**src/rtl/modk_pkg.sv**
```systemverilog
`default_nettype none
// ============================================================================
// Package   : modk_pkg
// Purpose   : Shared definitions for the programmable modulo counter:
//             FSM state encoding, count direction constants and the
//             smallest legal modulus.
// Revision  : 1.0  initial release
// ============================================================================
package modk_pkg;

   typedef enum logic [1:0] {
      IDLE = 2'd0,
      RUN  = 2'd1,
      DONE = 2'd2
   } modk_state_t;

   localparam logic DIR_UP   = 1'b1;
   localparam logic DIR_DOWN = 1'b0;

   localparam int MOD_MIN = 2;

endpackage : modk_pkg
`default_nettype wire

```
**src/rtl/modk_modulus_reg.sv**
```systemverilog
`default_nettype none
// ============================================================================
// Module    : modk_modulus_reg
// Purpose   : Modulus shadow register. A legal write (ModIn >= 2) lands in
//             the shadow and raises Pending; the active modulus M takes the
//             shadow value on a cycle where the parent opens the commit
//             window (Commit=1) while a write is pending.
// Ports     : Clk, Reset (async, high)
//             ModWr/ModIn  - shadow write strobe and value
//             Commit       - commit window from the counter FSM
//             M            - active modulus
//             Shadow       - shadow value (used for commit-time clamping)
//             Pending      - shadow holds an uncommitted value
// Revision  : 1.0  initial release
// ============================================================================
module modk_modulus_reg
   import modk_pkg::*;
#(
   parameter int N         = 5,
   parameter int K_DEFAULT = 20
)
(
   input  logic         Clk,
   input  logic         Reset,
   input  logic         ModWr,
   input  logic [N-1:0] ModIn,
   input  logic         Commit,
   output logic [N-1:0] M,
   output logic [N-1:0] Shadow,
   output logic         Pending
);

   logic [N-1:0] r_m;
   logic [N-1:0] r_shadow;
   logic         r_pending;
   logic         w_wr_ok;
   logic         w_commit;

   assign w_wr_ok  = ModWr && (ModIn >= N'(MOD_MIN));
   assign w_commit = Commit && r_pending;

   always_ff @(posedge Clk or posedge Reset) begin
      if (Reset) begin
         r_m       <= N'(K_DEFAULT);
         r_shadow  <= N'(K_DEFAULT);
         r_pending <= 1'b0;
      end else begin
         if (w_commit)
            r_m <= r_shadow;
         // A write coinciding with a commit keeps pending set so the new
         // value is committed at the following opportunity.
         if (w_wr_ok) begin
            r_shadow  <= ModIn;
            r_pending <= 1'b1;
         end else if (w_commit) begin
            r_pending <= 1'b0;
         end
      end
   end

   assign M       = r_m;
   assign Shadow  = r_shadow;
   assign Pending = r_pending;

endmodule : modk_modulus_reg
`default_nettype wire

```
**src/rtl/prog_modulo_counter.sv**
```systemverilog
`default_nettype none
// ============================================================================
// Module    : prog_modulo_counter
// Purpose   : Up/down modulo-M counter with run-time programmable modulus,
//             synchronous saturating load and a one-shot/continuous FSM.
// Ports     : Clk, Reset (async, high)
//             En, Up, Load, LoadVal, ModWr, ModIn, OneShot, Start - controls
//             Q (count), Rollover (wrap pulse), Busy (RUN), Done (one-shot)
// Options   : MODK_CASCADE_EN adds CarryIn/CarryOut for zero-lag chaining;
//             the effective enable becomes En & CarryIn.
// Revision  : 1.0  initial release
// ============================================================================
module prog_modulo_counter
   import modk_pkg::*;
#(
   parameter int N         = 5,
   parameter int K_DEFAULT = 20
)
(
   input  logic         Clk,
   input  logic         Reset,
   input  logic         En,
   input  logic         Up,
   input  logic         Load,
   input  logic [N-1:0] LoadVal,
   input  logic         ModWr,
   input  logic [N-1:0] ModIn,
   input  logic         OneShot,
   input  logic         Start,
   output logic [N-1:0] Q,
   output logic         Rollover,
   output logic         Busy,
   output logic         Done
`ifdef MODK_CASCADE_EN
   ,
   input  logic         CarryIn,
   output logic         CarryOut
`endif
);

   localparam logic [N-1:0] c_one  = {{(N-1){1'b0}}, 1'b1};
   localparam logic [N-1:0] c_zero = '0;

   modk_state_t  r_state, w_state_nxt;
   logic [N-1:0] r_q, w_q_nxt;
   logic         r_roll;
   logic         r_done, w_done_nxt;

   logic [N-1:0] w_m;
   logic [N-1:0] w_shadow;
   logic         w_pending;
   logic [N-1:0] w_m_eff;
   logic         w_en_eff;
   logic         w_busy;
   logic         w_terminal;
   logic         w_step;
   logic         w_wrap;
   logic         w_commit_win;
   logic         w_commit;

`ifdef MODK_CASCADE_EN
   assign w_en_eff = En & CarryIn;
`else
   assign w_en_eff = En;
`endif

   assign w_busy       = (r_state == RUN);
   assign w_terminal   = (Up == DIR_UP) ? (r_q == w_m - c_one) : (r_q == c_zero);
   assign w_step       = w_busy && w_en_eff && !Load;
   assign w_wrap       = w_step && w_terminal;
   // While running, a pending modulus is only taken at a wrap edge so a
   // period is never cut short; outside RUN it is taken immediately.
   assign w_commit_win = !w_busy || w_wrap;
   assign w_commit     = w_commit_win && w_pending;
   assign w_m_eff      = w_commit ? w_shadow : w_m;

   modk_modulus_reg #(
      .N         (N),
      .K_DEFAULT (K_DEFAULT)
   ) u_modulus (
      .Clk     (Clk),
      .Reset   (Reset),
      .ModWr   (ModWr),
      .ModIn   (ModIn),
      .Commit  (w_commit_win),
      .M       (w_m),
      .Shadow  (w_shadow),
      .Pending (w_pending)
   );

   // Next count value
   always_comb begin
      w_q_nxt = r_q;
      if (Load) begin
         w_q_nxt = (LoadVal >= w_m_eff) ? (w_m_eff - c_one) : LoadVal;
      end else if (w_step) begin
         if (Up == DIR_UP)
            w_q_nxt = w_terminal ? c_zero : (r_q + c_one);
         else
            // A down-wrap that commits a new modulus restarts from the new
            // top so Q stays inside the new range.
            w_q_nxt = w_terminal ? (w_m_eff - c_one) : (r_q - c_one);
      end else if (w_commit && !w_busy && (r_q >= w_shadow)) begin
         w_q_nxt = c_zero;
      end
   end

   // FSM next state and Done flag
   always_comb begin
      w_state_nxt = r_state;
      w_done_nxt  = r_done;
      case (r_state)
         IDLE: begin
            if (Start || !OneShot)
               w_state_nxt = RUN;
         end
         RUN: begin
            if (w_wrap && OneShot) begin
               w_state_nxt = DONE;
               w_done_nxt  = 1'b1;
            end
         end
         DONE: begin
            if (Load) begin
               w_state_nxt = IDLE;
               w_done_nxt  = 1'b0;
            end else if (Start) begin
               w_state_nxt = RUN;
               w_done_nxt  = 1'b0;
            end
         end
         default: begin
            w_state_nxt = IDLE;
            w_done_nxt  = 1'b0;
         end
      endcase
   end

   always_ff @(posedge Clk or posedge Reset) begin
      if (Reset) begin
         r_state <= IDLE;
         r_q     <= c_zero;
         r_roll  <= 1'b0;
         r_done  <= 1'b0;
      end else begin
         r_state <= w_state_nxt;
         r_q     <= w_q_nxt;
         r_roll  <= w_wrap;
         r_done  <= w_done_nxt;
      end
   end

   assign Q        = r_q;
   assign Rollover = r_roll;
   assign Busy     = w_busy;
   assign Done     = r_done;

`ifdef MODK_CASCADE_EN
   assign CarryOut = w_busy && En && CarryIn && w_terminal;
`endif

endmodule : prog_modulo_counter
`default_nettype wire

```
**config.mk**
```make
export PLATFORM = sky130hd
export DESIGN_NAME = prog_modulo_counter
export DESIGN_NICKNAME = d
export VERILOG_FILES = /design/src/rtl/modk_pkg.sv /design/src/rtl/modk_modulus_reg.sv /design/src/rtl/prog_modulo_counter.sv
export SDC_FILE = /design/constraint.sdc
export NUM_CORES = 1
export LEC_CHECK = 0
export BUFFER_PORTS_ARGS = -buffer_cell sky130_fd_sc_hd__buf_2
export CAP_MARGIN = 20
export CORE_MARGIN = 1
export CORE_UTILIZATION = 25
export CTS_BUF_LIST = sky130_fd_sc_hd__clkbuf_16
export CTS_CLUSTER_SIZE = 16
export DETAILED_ROUTE_END_ITERATION = 7
export HOLD_SLACK_MARGIN = 0.1
export PLACE_DENSITY = 0.39
export RECOVER_POWER = 25
export SLEW_MARGIN = 20
export SYNTH_ARGS = -nofsm -noshare
export SYNTH_HDL_FRONTEND = slang
export SYNTH_SLANG_ARGS = --single-unit
export TNS_END_PERCENT = 50
```
**constraint.sdc**
```tcl
create_clock -name Clk -period 6.31 [get_ports Clk]
set_input_delay 0.3155 -clock Clk [delete_from_list [all_inputs] [get_ports Clk]]
set_output_delay 0.3155 -clock Clk [all_outputs]
set_load 0.02 [all_outputs]
```
==> results of run 1 <==
==> cell type report <==
| class | instances | share of cell area |
|---|---|---|
| Tap cell | 96 | 0.05755 |
| Inverter | 20 | 0.03597 |
| Clock inverter | 1 | 0.001799 |
| Timing Repair Buffer | 28 | 0.06894 |
| Multi-Input combinational cell | 155 | 0.5576 |
| Clock buffer | 3 | 0.03597 |
| Sequential cell | 20 | 0.2422 |
==> cell usage after synthesis (all sizes together) (3+ instances only) <==
cell type,number
a22o,3
inv,20
nand3,6
nor3,6
o211ai,3
o31ai,3
xnor2,9
and2,4
a31oi,4
xor2,3
and4,3
a21oi,10
dfrtp,16
mux2,4
nand2,17
o21ai,6
clkbuf,4
nor2,9
a21o,6
nand2b,4
buf,6
ha,11
dfstp,4
mux2i,3
==> sequential cells by signal (all words and copies together) (netlist names) <==
register and flops:
Rollover 1, u_modulus.Shadow 5, Q 5, u_modulus.M 5
r_state 2, Done 1, u_modulus.Pending 1
==> power breakdown <==
| group | internal, uW | switching, uW |
|---|---|---|
| Sequential | 175 | 95.1 |
| Clock | 84.7 | 52.2 |
| Combinational | 249 | 289 |
| Total | 509 | 436 |
==> per-stage QoR <==
stage          utilization  hold WS (ns)  instance area [um^2]  setup WS (ns)  total power (uW)
2_1_floorplan            -        0.2764                  1797          1.810             674.0
3_3_place_gp        0.2929        0.4813                  2012          1.532             823.1
3_5_place_dp        0.2929        0.4736                  2012          1.569             813.6
4_1_cts             0.3044        0.2541                  2091          1.555             953.6
5_1_grt             0.3038        0.2857                  2087          1.225              1026
6_report            0.3038        0.2167                  2087          1.575             945.1
==> kinds of logic (layout without fill, tap and decap cells) <==
family	count (synthesis)	after routing	synth area share
XOR/XNOR	13	13	0.07173
AND/OR/NAND/NOR	65	65	0.2089
AO/OA/AOI/OAI	56	56	0.2242
buffers and inverters	30	52	0.07102
flip-flops	20	20	0.2813
adder cells (fa/ha/maj)	13	13	0.08844
multiplexers	8	8	0.05432
==> worst reg2reg max path, delay by kind of cell, from the launching register on <==
family | cells | cell delay [ns]
flops | 1 | 0.50
compound gates | 5 | 1.00
simple gates | 7 | 1.57
xor+xnor | 1 | 0.37
buf+inv | 2 | 0.32
fa+ha+maj | 3 | 0.85
==> how the worst max path moves through the flow <==
stage	to	cells after the start	slack [ns]	start
2_1_floorplan	Q[2]	18	1.81	Q[0]
3_3_place_gp	Q[2]	18	1.53	u_modulus.M[0]
3_5_place_dp	Q[2]	18	1.57	u_modulus.M[0]
4_1_cts	Q[2]	18	1.55	u_modulus.M[0]
5_1_grt	Q[0]	18	1.23	u_modulus.M[0]
6_report	Q[2]	18	1.57	u_modulus.M[0]
==> layer usage <==
| metal | up-vias | wire length [um] | track usage |
|---|---|---|---|
| met5 | - | 0 | 0 |
| met4 | 0 | 49 | 0.03333 |
| met3 | 6 | 146 | 0.01810 |
| met2 | 27 | 2211 | 0.2330 |
| met1 | 757 | 2651 | 0.2058 |
| li1 | 796 | - | - |
==> results.cfg, run 1 <==
[grt]
track_usage = 0.1447
grt_pass1_wl_mm = 8.259
grt_start_max_net_pins = 21
grt_remaining_overflow = 0
grt_pass1_vias = 1613
antenna_found_initial = 0

[clock_network]
clk_pin_slew_ns = 0.06
clockBufferDepth = 2
post_cts_buffers = 0
ctsHoldBuffers = 0
clock_latency_ns = 0.26
root_buffer = clkbuf_16
cts_tree = done
numCtsBuffers = 3
clock_sinks = 20
postCtsResizedCells = 0
cts_htree_levels = 1

[pwr]
leakage_uw = 0.0009076
ir_drop_mv = 0.1124
power_density_mw_per_mm2 = 452.9

[sta]
rsz0062_at_grt = no
slew_headroom = 0.4458
fin_setup_tns_ns = 0
fin_crit_sh = 0.7505
fmax_mhz = 211.2
clock_skew_ns = 0.001258
finalHoldViolations = 0
setup_violations = 0
period_needed_ns = 4.735
max_slew.worst_pin.slew_ns = 0.8304
slew_violations = 0

[outcome]
status = completed

[floorplanning]
die_w_um = 86.78
start_util = 0.2616
rows = 30
die_h_um = 86.78
die-area_mm2 = 0.007530
boundaryPins = 26
core_mm2 = 0.006869

[worst_setup_path]
worst-r2r-setup-slack_ns = 1.57
cp_num_buf_inv = 2
cp.required_ns = 6.45
crit_top_cell = ha_1
cp-end-kind = flip-flop
startpoint_type = flip-flop
cpMaxStageDelayCell = dfrtp_1
rr_worst_depth = 18
critical_path.max_stage_delay_ns = 0.50
r2r-end = Q[2]
r2r-start = u_modulus.M[0]
path_max_fanout = 11
path_cells = inv_1 -> ha_1 -> xor3_1 -> nor3_2 -> nand4_1 -> a31oi_1 -> buf_4 -> nand2_1 -> o21ai_0 -> ha_1 -> nand2b_1 -> a21o_1 -> a21boi_0 -> or3b_2 -> and3_1 -> maj3_2 -> and4_4 -> a211o_1
path_class = flip-flop to flip-flop
critical_path.top_delay_family = simple AND/OR/NAND/NOR gates
arrival_ns = 4.88

[yosys]
synthCells = 205
yosys.cell_types.count = 65
synth.yosys.seq_area_share = 0.2813
syn_nets = 234
synth.top_cell.area_share = 0.2228
synth_edf_count = 0
ys_top_cells_by_area = dfrtp_1 22%, ha_1 7.7%, dfstp_2 5.8%
synth_area_mm2 = 0.001797
ys_ff_latch = 20
synth_top_cell_by_area = dfrtp_1
synth-async-reset-ratio = 1.000
synth_ff_type = dfrtp_1
avgSynthCellArea_um2 = 8.765
ys.warnings.count = 0

[placement]
portBuffers = 25
dpl.cell_count = 319
hpwl_mm = 3.989
gp_congestion = 0.7309

[layout]
layout-drive-gt1-share = 0.2115
antenna_cells = 0
final_common_cell = buf_2
final_cell_mix = 25 x buf_2, 20 x inv_1, 17 x nand2_1
finalNonFillerCells = 323
seqCellArea_um2 = 505.5
areaGrowthSynthToFinish_pct = 16.16
fillers = 763
fin_nets = 257
multi_input_area_mm2 = 0.001164

[routing]
drc = 0
drt.antenna.violating_nets = 0
wl_per_cell_um = 15.66
vias = 1586
first_pass_iters = 4
vias_per_cell = 4.910
drtIter0Drc = 67
wl_mm = 5.059

[min_path]
hold_class = input port to asynchronous set/reset pin

[run]
cap_violations = 0
No activity file was read; power rests on OpenSTA's default activity.
==> run 2, diff against run 1 <==
==> constraint.sdc (replaced) <==
create_clock -name Clk -period 4.43 [get_ports Clk]
set_input_delay 0.2215 -clock Clk [delete_from_list [all_inputs] [get_ports Clk]]
set_output_delay 0.2215 -clock Clk [all_outputs]
set_load 0.02 [all_outputs]
==> run 2 against run 1 <==
Compared with the run above: maximum frequency grew 14%; combinational power is 81% higher; die area stayed put; critical path type unchanged; core utilization rose by 2.3 points.
==> results.cfg, run 2 (same netlist as run 1, synthesis figures left out) <==
[worst_setup_path]
critical_path.max_stage_delay_ns = 0.49
path_cells = inv_1 -> ha_1 -> or4b_4 -> or2_0 -> a31oi_4 -> nand2_1 -> o21ai_2 -> ha_1 -> nand2b_1 -> a21o_1 -> a21boi_0 -> or3b_2 -> and3_1 -> maj3_2 -> and4_4 -> a211o_1
r2r-start = Q[0]
arrival_ns = 4.30
path_max_fanout = 5
cp.required_ns = 4.57
cp-end-kind = flip-flop
startpoint_type = flip-flop
path_class = flip-flop to flip-flop
cp_num_buf_inv = 1
path_depth = 16
rr_worst_depth = 16
critical_path.top_delay_family = simple AND/OR/NAND/NOR gates
crit_top_cell = ha_1
cpMaxStageDelayCell = or4b_4
cp-startpoint = Q[0]

[routing]
vias_per_cell = 5.024
first_pass_iters = 6
drc = 0
wl_mm = 5.522
vias = 1708
drt.antenna.violating_nets = 0
wl_per_cell_um = 16.24
drtIter0Drc = 104

[sta]
slew_violations = 0
period_needed_ns = 4.164
fin_setup_tns_ns = 0
slew_headroom = 0.4744
clock_skew_ns = 0.006216
rsz0062_at_grt = no
whs_ns = 0.1074
fin_crit_sh = 0.9399
fmax_mhz = 240.2
setup_violations = 0
max_slew.worst_pin.slew_ns = 0.7818
finalHoldViolations = 0

[grt]
antenna_found_initial = 0
grt_pass1_wl_mm = 9.039
track_usage = 0.1590
grt_pass1_vias = 1735
grt_start_max_net_pins = 21
grt_remaining_overflow = 0

[clock_network]
numCtsBuffers = 3
cts_tree = done
cts_htree_levels = 1
ctsHoldBuffers = 0
clock_sinks = 20
clock_latency_ns = 0.25
clockBufferDepth = 2
clk_pin_slew_ns = 0.06
root_buffer = clkbuf_16

[layout]
fin_nets = 274
fillers = 754
fin_util = 0.3271
final_common_cell = buf_2
seqCellArea_um2 = 508.0
layout-drive-gt1-share = 0.2951
finalNonFillerCells = 340
final_cell_mix = 25 x buf_2, 20 x inv_1, 19 x buf_4
areaGrowthSynthToFinish_pct = 25.07
antenna_cells = 0
multi_input_area_mm2 = 0.001186

[placement]
hpwl_mm = 4.456
portBuffers = 25
dpl.cell_count = 333
gp_congestion = 0.8232

[run]
cap_violations = 0

[pwr]
ir_drop_mv = 0.1792
power_density_mw_per_mm2 = 655.6
power.total_uw = 1473
leakage_uw = 0.0009962

[floorplanning]
rows = 30
boundaryPins = 26
die_w_um = 86.78
core_mm2 = 0.006869
start_util = 0.2616
die-area_mm2 = 0.007530
die_h_um = 86.78

[outcome]
status = completed

[min_path]
hold_class = input port to asynchronous set/reset pin
run 2: worst register-to-register path, stage by stage (launching register included):
cell	delay, ns
dfrtp_2	0.40
inv_1	0.08
ha_1	0.21
or4b_4	0.49
or2_0	0.28
a31oi_4	0.25
nand2_1	0.09
o21ai_2	0.08
ha_1	0.24
nand2b_1	0.14
a21o_1	0.20
a21boi_0	0.15
or3b_2	0.48
and3_1	0.20
maj3_2	0.34
and4_4	0.19
a211o_1	0.25
run 2: where the power goes:
group / leakage (uW) / total (uW) / internal [uW] / switching [uW]
clock network: 0.0000423 / 188 / 120 / 67.8
logic: 0.000726 / 972 / 443 / 529
registers: 0.000228 / 313 / 252 / 61.8
run 2: final cells by class:
class,instances,share of cell area
inverters,20,0.03341
multi-input cells,155,0.5278
well taps,96,0.05345
clock inverters,1,0.001670
repair buffers,45,0.1242
flip-flops and latches,20,0.2261
clock buffers,3,0.03341
run 2: timing repair:
action	CTS	global route
buffers inserted	0	3
resized for setup	0	7
setup endpoints to repair	0	3
run 2: path summary, 6_finish.rpt:
check | to | slack, ns
max reg2reg | Q[2] | 0.27
max in group asynchronous | Q[0] | 3.78
min in group Clk | u_modulus.Shadow[1] | 0.18
min reg2reg | u_modulus.Shadow[4] | 0.49
min | u_modulus.Pending | 0.11
max | Q[2] | 0.27
run 2: through the flow:
step	setup WS, ns	instance area, um^2
CTS	0.1656	2198
global route	0.03473	2247
floorplan	0.01027	1802
global placement	0.1819	2120
detailed placement	0.1793	2120
finish	0.2662	2247
run 2: layer usage:
metal | track usage | vias to the layer above | part of all wire
li1 | - | 834 | -
met1 | 0.2170 | 832 | 0.48
met2 | 0.2691 | 40 | 0.48
met3 | 0.01524 | 2 | 0.033
met4 | 0.04091 | 0 | 0.0043
met5 | 0 | - | 0
==> run 3, diff against run 2 <==
--- a/config.mk
+++ b/config.mk
@@ -5,15 +5,15 @@
 export SDC_FILE = /design/constraint.sdc
 export NUM_CORES = 1
 export LEC_CHECK = 0
-export BUFFER_PORTS_ARGS = -buffer_cell sky130_fd_sc_hd__buf_2
 export CAP_MARGIN = 20
 export CORE_MARGIN = 1
 export CORE_UTILIZATION = 25
 export CTS_BUF_LIST = sky130_fd_sc_hd__clkbuf_16
 export CTS_CLUSTER_SIZE = 16
 export DETAILED_ROUTE_END_ITERATION = 7
+export DONT_BUFFER_PORTS = 1
 export HOLD_SLACK_MARGIN = 0.1
-export PLACE_DENSITY = 0.39
+export PLACE_DENSITY = 0.36
 export RECOVER_POWER = 25
 export SLEW_MARGIN = 20
 export SYNTH_ARGS = -nofsm -noshare
==> run 3 against run 2 <==
Compared with the run above: clock skew shrank 0.00051 ns; core utilization shrank 1.0 points; global-route usage shrank 0.56 points; clock-buffer cell count is the same; largest power group unchanged; sequential cell count is the same; design area shrank 3.2%; hold slack lost 0.0096 ns; critical path depth is the same; cell count shrank 5.0%; sequential power grew 5%.
==> results.cfg, run 3 (same netlist as run 1, synthesis figures left out) <==
[layout]
final_common_cell = inv_1
fin_util = 0.3168
finalNonFillerCells = 323
layout-drive-gt1-share = 0.1718
fin_nets = 257
final_cell_mix = 20 x inv_1, 17 x nand2_1, 16 x buf_4
antenna_cells = 0
areaGrowthSynthToFinish_pct = 21.10

[min_path]
hold_class = input port to flip-flop
min_path_cells = 1

[worst_setup_path]
path_class = flip-flop to flip-flop
cp.required_ns = 4.58
rr_worst_depth = 16
cp-end-kind = flip-flop
arrival_ns = 4.36
startpoint_type = flip-flop
path_max_fanout = 7

[sta]
fmax_mhz = 237.6
clock_skew_ns = 0.005705
period_needed_ns = 4.208
fin_setup_tns_ns = 0
whs_ns = 0.09782
rsz0062_at_grt = no
finalHoldViolations = 0
setup_violations = 0
fin_crit_sh = 0.9500
slew_headroom = 0.2238
max_slew.worst_pin.slew_ns = 1.149
slew_violations = 0

[clock_network]
cts_tree = done
clockBufferDepth = 2
clk_pin_slew_ns = 0.06
numCtsBuffers = 3
clock_latency_ns = 0.26
clock_sinks = 20
cts_htree_levels = 1
root_buffer = clkbuf_16

[floorplanning]
die_h_um = 86.78
start_util = 0.2616
boundaryPins = 26
die_w_um = 86.78
rows = 30
core_mm2 = 0.006869
die-area_mm2 = 0.007530

[outcome]
status = completed

[grt]
grt_pass1_wl_mm = 8.728
grt_pass1_vias = 1667
grt_remaining_overflow = 0
grt_start_max_net_pins = 21
track_usage = 0.1534
antenna_found_initial = 0

[routing]
vias_per_cell = 5.062
first_pass_iters = 4
drtIter0Drc = 80
wl_mm = 5.350
wl_per_cell_um = 16.56
drc = 0
drt.antenna.violating_nets = 0
vias = 1635

[placement]
gp_congestion = 0.8595
portBuffers = 0
dpl.cell_count = 307
hpwl_mm = 4.277

[pwr]
leakage_uw = 0.0009118
power_density_mw_per_mm2 = 664.4
ir_drop_mv = 0.1923

[run]
cap_violations = 0
-- run 3: path summary, 6_finish.rpt --
check	start	end	slack (ns)
setup / recovery	u_modulus.M[2]	Q[2]	0.22
hold / removal	OneShot	Done	0.1
setup reg to reg	u_modulus.M[2]	Q[2]	0.22
hold reg to reg	u_modulus.Shadow[4]	u_modulus.Shadow[4]	0.48
max in group asynchronous	Reset	Q[0]	3.30
min in group asynchronous	Reset	Rollover	0.57
-- run 3: area by class of cell --
type / count / area (um^2)
Fill cell: 727 / 4693
Tap cell: 96 / 120.1
Inverter: 20 / 75.07
Sequential cell: 20 / 508.0
Clock inverter: 1 / 3.754
Clock buffer: 3 / 75.07
Multi-Input combinational cell: 155 / 1172
Timing Repair Buffer: 28 / 221.5
-- run 3: worst max-delay path, stage by stage (launching register included) --
cell and delay, ns:
dfstp_2 0.61, xor3_1 0.47, nor3_4 0.22, nand4_1 0.13, a31oi_1 0.24, buf_4 0.17, nand2_1 0.05, o21ai_1 0.12
ha_1 0.25, nand2b_1 0.14, a21o_1 0.20, a21boi_1 0.14, or3b_4 0.39, and3_1 0.19, maj3_2 0.34, and4_4 0.19
a211o_1 0.26
-- run 3: metal layers --
layer  global-route usage  part of all wire  vias to the layer above
met2               0.2504              0.47                       32
met5                    0                 0                        -
li1                     -                 -                      798
met3              0.02381             0.039                        7
met4              0.04394             0.015                        0
met1               0.2095              0.48                      798
-- run 3: where the power goes --
part	total [uW]	leakage (uW)	internal, uW	switching, uW
sequential	329	0.000228	251	77.3
clock	195	0.0000385	121	74.4
combinational	922	0.000645	418	504
-- run 3: metrics by stage --
step	total power, uW	setup WS (ns)	cell area, um^2
after floorplan	963.3	0.01027	1802
after global placement	1218	0.1157	1987
after detailed placement	1213	0.05148	1987
after CTS	1419	0.03593	2156
after global routing	1559	0.02532	2176
final	1446	0.2215	2176
-- run 3: what timing repair did --
action | 4_1_cts | 5_1_grt
resized for setup | 0 | 4
setup endpoints to repair | 0 | 3
endpoints found under the hold margin | 21 | 0
hold buffers | 9 | 0
setup buffers | 0 | 3
